[config.mk]
export PLATFORM = sky130hd
export DESIGN_NAME = vector_compare_mask
export DESIGN_NICKNAME = d
export VERILOG_FILES = /design/src/rtl/vector_compare_mask.sv
export SDC_FILE = /design/constraint.sdc
export NUM_CORES = 1
export LEC_CHECK = 0
export ABC_AREA = 1
export CORE_ASPECT_RATIO = 0.5
export CORE_MARGIN = 1
export CORE_UTILIZATION = 37
export DETAILED_ROUTE_END_ITERATION = 12
export PLACE_DENSITY = 0.71
export SETUP_SLACK_MARGIN = 0.3
export SLEW_MARGIN = 20
export SYNTH_ARGS = -nofsm -noshare
export SYNTH_HDL_FRONTEND = slang
export SYNTH_SLANG_ARGS = --single-unit
[constraint.sdc]
create_clock -name clk -period 2.3 [get_ports clk]
set_input_delay 0.23 -clock clk [delete_from_list [all_inputs] [get_ports clk]]
set_output_delay 0.23 -clock clk [all_outputs]
set_load 0.05 [all_outputs]
[src/rtl/vector_compare_mask.sv]
// Element-serial vector compare stage: compares A/B element pairs and emits {valid, bit}
// results plus the write-start pulse for mask_vector. Define VCMP_SIGNED_EN for signed ops.
module vector_compare_mask #(
  parameter int unsigned DATA_WIDTH = 32,
  parameter int unsigned VALID      = 1,
  parameter int unsigned MVL        = 16,
  localparam int unsigned VlrW      = $clog2(MVL + 1) + 1,
  localparam int unsigned CntW      = $clog2(MVL + 1)
) (
  input  logic                        clk,
  input  logic                        rst,
  input  logic                        start,
  input  logic [VlrW-1:0]             VLR,
  input  logic [2:0]                  op,
  input  logic                        use_scalar,
  input  logic [DATA_WIDTH-1:0]       scalar_b,
  input  logic [DATA_WIDTH+VALID-1:0] operand_a,
  input  logic [DATA_WIDTH+VALID-1:0] operand_b,
  output logic                        operand_ready,
  output logic                        w_signal,
  output logic [1:0]                  mask_o,
  output logic                        busy,
  output logic                        done
);

  typedef enum logic [1:0] {StIdle, StArm, StRun, StFlush} state_e;

  state_e                state_q, state_d;
  logic [2:0]            op_q, op_d;
  logic [CntW-1:0]       vlr_q, vlr_d;
  logic [CntW-1:0]       cnt_q, cnt_d;
  logic                  use_scalar_q, use_scalar_d;
  logic [DATA_WIDTH-1:0] scalar_q, scalar_d;
  logic                  mask_valid_q, mask_valid_d;
  logic                  mask_bit_q, mask_bit_d;
  logic                  done_q, done_d;

  logic [DATA_WIDTH-1:0] a_data, b_data;
  logic                  a_vld, b_vld, accept;
  logic                  eq, ltu, lt_sel, cmp_res;
  logic [CntW-1:0]       vlr_sat, cnt_inc;

  assign a_data = operand_a[DATA_WIDTH-1:0];
  assign a_vld  = operand_a[DATA_WIDTH];
  assign b_vld  = operand_b[DATA_WIDTH];
  assign b_data = use_scalar_q ? scalar_q : operand_b[DATA_WIDTH-1:0];

  assign eq  = (a_data == b_data);
  assign ltu = (a_data < b_data);

`ifdef VCMP_SIGNED_EN
  assign lt_sel = ($signed(a_data) < $signed(b_data));
`else
  // Signed predicates collapse onto the unsigned comparator.
  assign lt_sel = ltu;
`endif

  always_comb begin
    cmp_res = 1'b0;
    unique case (op_q)
      3'b000: cmp_res = eq;
      3'b001: cmp_res = ~eq;
      3'b010: cmp_res = lt_sel;
      3'b011: cmp_res = lt_sel | eq;
      3'b100: cmp_res = ltu;
      3'b101: cmp_res = ltu | eq;
      3'b110: cmp_res = ~(lt_sel | eq);
      3'b111: cmp_res = ~(ltu | eq);
    endcase
  end

  assign vlr_sat = (VLR > VlrW'(MVL)) ? CntW'(MVL) : VLR[CntW-1:0];
  assign cnt_inc = cnt_q + CntW'(1);
  assign accept  = (state_q == StRun) && a_vld && (use_scalar_q || b_vld);

  always_comb begin
    state_d      = state_q;
    op_d         = op_q;
    vlr_d        = vlr_q;
    cnt_d        = cnt_q;
    use_scalar_d = use_scalar_q;
    scalar_d     = scalar_q;
    mask_valid_d = 1'b0;
    mask_bit_d   = mask_bit_q;
    done_d       = 1'b0;
    unique case (state_q)
      StIdle: begin
        if (start) begin
          if (VLR == '0) begin
            // Zero-length request completes here; mask_vector is never armed.
            done_d = 1'b1;
          end else begin
            op_d         = op;
            vlr_d        = vlr_sat;
            use_scalar_d = use_scalar;
            scalar_d     = scalar_b;
            cnt_d        = '0;
            state_d      = StArm;
          end
        end
      end
      StArm: begin
        state_d = StRun;
      end
      StRun: begin
        if (accept) begin
          mask_valid_d = 1'b1;
          mask_bit_d   = cmp_res;
          cnt_d        = cnt_inc;
          if (cnt_inc == vlr_q) begin
            state_d = StFlush;
            done_d  = 1'b1;
          end
        end
      end
      StFlush: begin
        state_d = StIdle;
      end
    endcase
  end

  always_ff @(posedge clk) begin
    if (rst) begin
      state_q      <= StIdle;
      op_q         <= '0;
      vlr_q        <= '0;
      cnt_q        <= '0;
      use_scalar_q <= 1'b0;
      scalar_q     <= '0;
      mask_valid_q <= 1'b0;
      mask_bit_q   <= 1'b0;
      done_q       <= 1'b0;
    end else begin
      state_q      <= state_d;
      op_q         <= op_d;
      vlr_q        <= vlr_d;
      cnt_q        <= cnt_d;
      use_scalar_q <= use_scalar_d;
      scalar_q     <= scalar_d;
      mask_valid_q <= mask_valid_d;
      mask_bit_q   <= mask_bit_d;
      done_q       <= done_d;
    end
  end

  assign operand_ready = (state_q == StRun);
  assign w_signal      = (state_q == StArm);
  assign busy          = (state_q != StIdle);
  assign mask_o        = {mask_valid_q, mask_bit_q};
  assign done          = done_q;

endmodule

==> results of run 1 <==
state kept, by name (all words and copies together) (netlist names):
name          cells
mask_bit_q        1
state_q           2
cnt_q             5
done              1
vlr_q             5
op_q              3
mask_valid_q      1
use_scalar_q      1
scalar_q         32
critical path: stages, from the launching register on:
cell	delay (ns)
dfxtp_4	0.39
buf_12	0.16
nand2_1	0.07
o21ai_0	0.08
ha_1	0.30
nand2_1	0.08
nor2_2	0.14
nand4_1	0.10
nor3b_2	0.27
nand3_1	0.11
nand2_1	0.07
nand2_1	0.05
inv_1	0.05
nand3_1	0.06
nand2_1	0.06
a21oi_1	0.05
logic make-up (layout without fill, tap and decap cells):
group / after synthesis / after routing / synth area share, %
AND/OR/NAND/NOR: 143 / 143 / 18.12
buffers and inverters: 77 / 188 / 11.37
XOR/XNOR: 6 / 6 / 1.592
adder cells (fa/ha/maj): 36 / 36 / 13.65
flip-flops: 51 / 51 / 30.93
multiplexers: 1 / 1 / 0.3411
AO/OA/AOI/OAI: 139 / 139 / 24.00
layer usage:
| layer | up-vias | track usage, % | routed length [um] |
|---|---|---|---|
| met5 | - | 0 | 0 |
| met4 | 0 | 4.775 | 57 |
| met3 | 4 | 3.436 | 253 |
| met2 | 46 | 33.04 | 3899 |
| met1 | 1414 | 22.91 | 3970 |
| li1 | 1724 | - | - |
cell type report:
| class | instances | area share (%) |
|---|---|---|
| Clock buffer | 5 | 2.630 |
| Clock inverter | 3 | 0.4996 |
| Inverter | 55 | 4.391 |
| Multi-Input combinational cell | 325 | 40.68 |
| Sequential cell | 51 | 21.54 |
| Tap cell | 112 | 2.945 |
| Timing Repair Buffer | 125 | 27.32 |
Yosys cell counts (all sizes together):
master | count | share of area, %
nor3b | 1 | 0.23
a21oi | 62 | 12
nor3 | 4 | 0.61
nand4 | 4 | 0.76
dfxtp | 51 | 31
a21o | 1 | 0.23
nand3 | 13 | 2.0
xnor2 | 3 | 0.80
o211ai | 1 | 0.23
ha | 36 | 14
inv | 54 | 6.1
nor4 | 2 | 0.57
nor2 | 21 | 2.6
a31oi | 1 | 0.19
nand2 | 98 | 11
mux2 | 1 | 0.34
o21a | 2 | 0.45
o21ai | 71 | 11
a211oi | 1 | 0.23
xor2 | 3 | 0.80
clkinv | 1 | 0.15
buf | 11 | 3.8
clkbuf | 11 | 1.3
where the power goes:
group	internal (mW)	switching (mW)
logic	0.823	1.11
registers	1.10	0.0908
clock network	0.408	0.351
timing repair:
item                                    CTS  global route
resized for setup                         6             7
pin swaps                                 4             6
hold endpoints to repair                  0             0
gates cloned                              1             0
endpoints found under the setup margin    2            10
setup buffers                             0             0
through the flow:
step	worst slack, ns	hold slack [ns]	setup TNS, ns	utilization [%]
finish	0.1484	0.4490	0	57.21
global route	-0.008050	0.4746	-0.008050	57.21
CTS	0.1497	0.4514	0	56.94
detailed placement	0.06491	0.4409	0	54.69
global placement	0.1133	0.4383	0	54.69
floorplan	0.3023	0.3648	0	-
how the worst max path moves through the flow:
stage	start	slack (ns)	cells after the start	endpoint
6_report	use_scalar_q$_SDFFE_PP0P_	0.15	15	mask_bit_q$_SDFFE_PP0P_
4_1_cts	use_scalar_q$_SDFFE_PP0P_	0.15	15	mask_bit_q$_SDFFE_PP0P_
3_5_place_dp	operand_b[7]	0.06	14	mask_bit_q$_SDFFE_PP0P_
3_3_place_gp	operand_b[7]	0.11	13	mask_bit_q$_SDFFE_PP0P_
2_1_floorplan	use_scalar_q$_SDFFE_PP0P_	0.30	16	mask_bit_q$_SDFFE_PP0P_
5_1_grt	use_scalar_q$_SDFFE_PP0P_	-0.008	14	mask_bit_q$_SDFFE_PP0P_
==> impl_metrics.json, run 1 <==
{
  "hold_viol_final": 0,
  "slew_violations": 0,
  "rsz0062_at_grt": "true",
  "core_area_mm2": 0.008317,
  "worst_clock_skew_ns": 0.007782,
  "cp.required_ns": 2.49,
  "drcViolationCount": 0,
  "antennaDiodeCount": 0,
  "rr_worst_depth": 15,
  "relSlewSlack_pct": 65.66,
  "place_inst": 667,
  "layout_common_cells": "114 x clkdlybuf4s50_1, 95 x nand2_1, 54 x inv_1",
  "yosysSeqAreaShare_pct": 30.93,
  "grt_max_degree": 36,
  "post-route-min-period_ns": 2.152,
  "final_common_cell": "clkdlybuf4s50_1",
  "final-setup-viol-count": 0,
  "start_util_pct": 39.69,
  "tritoncts": "yes",
  "cts.path.max_buffers": 2,
  "holdPathEnd": "scalar_q[16]$_SDFFE_PP0P_",
  "synth.ff_latch_count": 51,
  "power.density_mw_per_mm2": 817.4,
  "wl_um": 8181,
  "post-dp-hpwl_um": 6327,
  "r2r_slack_ns": 0.15,
  "fp-row-count": 23,
  "path_clk_slew_ns": 0.07,
  "fillers": 777,
  "cts-htree-levels": 2,
  "drive_above_1_share_pct": 9.752,
  "fp.dieW_um": 135.6,
  "outcome": "finished clean",
  "regArea_mm2": 0.001025,
  "clockRootBuffer": "clkbuf_16",
  "reg2reg_to": "mask_bit_q$_SDFFE_PP0P_",
  "drv_cap": 0,
  "synth_warnings": 0,
  "antenna_left": 0,
  "syn_to_final_growth_pct": 44.16,
  "max_freq_ghz": 0.4648,
  "clkSinkCount": 51,
  "critPathCaptureType": "register",
  "syn_nets": 600,
  "ctsHoldBuffers": 0,
  "clk_latency_ns": 0.30,
  "vias": 3188,
  "syn_avg_cell_area_um2": 7.286,
  "grt_pass1_vias": 2939,
  "stdcell_area_mm2": 0.004758,
  "reg2reg_from": "use_scalar_q$_SDFFE_PP0P_",
  "gr-total-overflow": 0,
  "vias_per_cell": 4.716,
  "p_leak_nw": 1.935,
  "netlist-cell-type-count": 31,
  "firstDrtPassIters": 4,
  "antenna_found_initial": 0,
  "path_class": "reg2reg",
  "wl_per_cell_um": 12.10,
  "ir_drop_mv": 0.4106,
  "netlist_instances": 453,
  "globalRouteTotalUtil_pct": 18.35,
  "nNetsFinal": 710,
  "worst_pin_slew_ns": 0.5134,
  "cts_buffers": 5,
  "multi_input_area_mm2": 0.001936,
  "boundaryPins": 117,
  "min_path_cells": 2,
  "stdcell_count": 676,
  "first_iter_violations": 107,
  "hold_path.class": "reg2reg",
  "fin_crit_sh_pct": 93.55,
  "die-area_mm2": 0.009325,
  "critPathLaunchType": "register",
  "critical_path.max_fanout": 20,
  "crit_arrival_ns": 2.34,
  "die_h_um": 68.79,
  "power_mw": 3.889,
  "hold_path.startpoint": "scalar_q[16]$_SDFFE_PP0P_",
  "grt_pass1_wl_um": 13300,
  "gp_congestion": 0.8043,
  "io_buffers": 116,
  "dpl_cell_area_mm2": 0.004548,
  "syn_area_mm2": 0.003301
}
(Power assumes the default switching activity.)
==> run 2: changes to the inputs <==
--- a/config.mk
+++ b/config.mk
@@ -8,9 +8,9 @@
 export ABC_AREA = 1
 export CORE_ASPECT_RATIO = 0.5
 export CORE_MARGIN = 1
-export CORE_UTILIZATION = 37
+export CORE_UTILIZATION = 41
 export DETAILED_ROUTE_END_ITERATION = 12
-export PLACE_DENSITY = 0.71
+export PLACE_DENSITY = 0.77
 export SETUP_SLACK_MARGIN = 0.3
 export SLEW_MARGIN = 20
 export SYNTH_ARGS = -nofsm -noshare
==> run 2 against run 1 <==
Design area is 1.2% higher; register-to-register slack better by 0.02 ns; first-iteration DRC count is 1.9% lower; critical path type unchanged; critical endpoint unchanged; highest routed layer unchanged.
==> impl_metrics.json, run 2 (synthesis gave the netlist of run 1 again) <==
{
  "outcome": "finished clean",
  "reg2reg_from": "use_scalar_q$_SDFFE_PP0P_",
  "boundaryPins": 117,
  "path_buf_inv": 1,
  "die-area_mm2": 0.008435,
  "globalRouteTotalUtil_pct": 20.49,
  "clk_latency_ns": 0.29,
  "rr_worst_depth": 13,
  "hold_viol_final": 0,
  "slew_violations": 0,
  "cp.required_ns": 2.53,
  "finalSetupTns_ns": 0,
  "cp_slowest_stage_delay_ns": 0.45,
  "relSlewSlack_pct": 66.39,
  "antenna_found_initial": 0,
  "drv_cap": 0,
  "r2r_slack_ns": 0.17,
  "grt_pass1_wl_um": 13610,
  "vias_per_cell": 4.782,
  "tritoncts": "yes",
  "critPathTopFamily": "simple AND/OR/NAND/NOR gates",
  "cts-htree-levels": 2,
  "drcViolationCount": 0,
  "drive_above_1_share_pct": 10.25,
  "cts.path.max_buffers": 2,
  "antenna_left": 0,
  "post-dp-hpwl_um": 6339,
  "critical_path.max_fanout": 20,
  "vias": 3223,
  "final_common_cell": "clkdlybuf4s50_1",
  "worst_path_max_delay_cell": "dfxtp_4",
  "critPathLaunchType": "register",
  "power.density_mw_per_mm2": 842.0,
  "clockRootBuffer": "clkbuf_16",
  "crit_arrival_ns": 2.36,
  "hold_path.class": "reg2reg",
  "worst_pin_slew_ns": 0.5033,
  "firstDrtPassIters": 4,
  "antennaDiodeCount": 0,
  "path_clk_slew_ns": 0.07,
  "gr-total-overflow": 0,
  "fp-row-count": 22,
  "holdPathEnd": "scalar_q[18]$_SDFFE_PP0P_",
  "min_path_cells": 2,
  "ir_drop_mv": 0.3542,
  "first_iter_violations": 105,
  "hold_path.startpoint": "scalar_q[18]$_SDFFE_PP0P_",
  "worst_clock_skew_ns": 0.003176,
  "clkSinkCount": 51,
  "top_register": "scalar_q",
  "rsz0062_at_grt": "true",
  "core_area_mm2": 0.007570,
  "final-setup-viol-count": 0,
  "reg2reg_to": "mask_bit_q$_SDFFE_PP0P_",
  "cts_buffers": 5,
  "start_util_pct": 43.60,
  "die_h_um": 65.45,
  "path_class": "reg2reg",
  "nNetsFinal": 712,
  "p_leak_nw": 1.975,
  "largest_register_ff_count": 32,
  "reg_top3": "scalar_q: 32 flops, cnt_q: 5 flops, vlr_q: 5 flops",
  "ctsHoldBuffers": 0,
  "grt_pass1_vias": 3095,
  "wl_per_cell_um": 12.54,
  "fillers": 699,
  "wl_um": 8451,
  "dpl_cell_area_mm2": 0.004556,
  "fin_crit_sh_pct": 92.81,
  "stdcell_area_mm2": 0.004816,
  "fin_util_pct": 63.62,
  "io_buffers": 116,
  "post-route-min-period_ns": 2.135,
  "layout_common_cells": "114 x clkdlybuf4s50_1, 94 x nand2_1, 54 x inv_1",
  "syn_to_final_growth_pct": 45.91,
  "cp_cell_sequence": "buf_12, o21ai_1, ha_1, nand2_1, nor2_2, nand4_1, nor3b_2, nand2_1, nand2_1, nand2_1, nand3_1, nand2_1, a21oi_1",
  "fp.dieW_um": 128.9,
  "max_freq_ghz": 0.4684,
  "critPathCaptureType": "register",
  "grt_max_degree": 35,
  "gp_congestion": 0.7913,
  "crit_top_cell": "nand2_1"
}
[run 2: changes by cell type in the layout (fill, tap and decap cells not counted), sizes merged]
cell / before / now
inv: 56 / 55
buf: 9 / 10
clkinvlp: 2 / 0
clkinv: 0 / 1
bufinv: 0 / 1
clkbuf: 5 / 7
[run 2: layout make-up]
cell class | instances | area (um^2) | area share, %
multi-input cells | 325 | 1941 | 40.30
repair buffers | 127 | 1333 | 27.67
flip-flops and latches | 51 | 1025 | 21.28
inverters | 55 | 209.0 | 4.339
clock buffers | 6 | 138.9 | 2.884
well taps | 108 | 135.1 | 2.806
clock inverters | 2 | 35.03 | 0.7275
[run 2: through the flow]
step | worst slack, ns | total power [mW] | hold WS, ns | cells
finish | 0.1653 | 4.055 | 0.4528 | 674
CTS | 0.1366 | 4.036 | 0.4542 | 673
detailed placement | 0.04812 | 3.097 | 0.4435 | 663
global placement | 0.1514 | 3.054 | 0.4381 | 663
global route | -0.01674 | 4.378 | 0.4636 | 674
floorplan | 0.3023 | 2.646 | 0.3648 | 453
[run 2: worst max path at each step]
| stage | from | endpoint | slack [ns] | cells past startpoint |
|---|---|---|---|---|
| global route | use_scalar_q$_SDFFE_PP0P_ | mask_bit_q$_SDFFE_PP0P_ | -0.02 | 14 |
| global placement | operand_b[7] | mask_bit_q$_SDFFE_PP0P_ | 0.15 | 14 |
| CTS | use_scalar_q$_SDFFE_PP0P_ | mask_bit_q$_SDFFE_PP0P_ | 0.14 | 14 |
| finish | use_scalar_q$_SDFFE_PP0P_ | mask_bit_q$_SDFFE_PP0P_ | 0.17 | 13 |
| detailed placement | operand_b[7] | mask_bit_q$_SDFFE_PP0P_ | 0.05 | 13 |
| floorplan | use_scalar_q$_SDFFE_PP0P_ | mask_bit_q$_SDFFE_PP0P_ | 0.30 | 16 |
[run 2: what timing repair did]
action	CTS	global route
pin swaps	4	2
cloned	1	1
setup endpoints to repair	2	9
setup buffers	1	0
gates resized for setup	6	9
[run 2: report_power, final]
part / internal, mW / switching, mW
Sequential: 1.11 / 0.0973
Combinational: 0.852 / 1.13
Clock: 0.542 / 0.333
Total: 2.50 / 1.56
[run 2: tightest hold or removal path: stages, from the launching register on]
cell and delay [ns]:
dfxtp_1 0.30, inv_1 0.06, a21oi_1 0.05
[run 2: per-layer routing]
metal,GRT usage (%),wire length (um),vias to the layer above
li1,-,-,1723
met1,25.00,3921,1444
met2,36.89,4142,52
met3,4.560,343,4
met4,4.853,44,0
met5,0,0,-
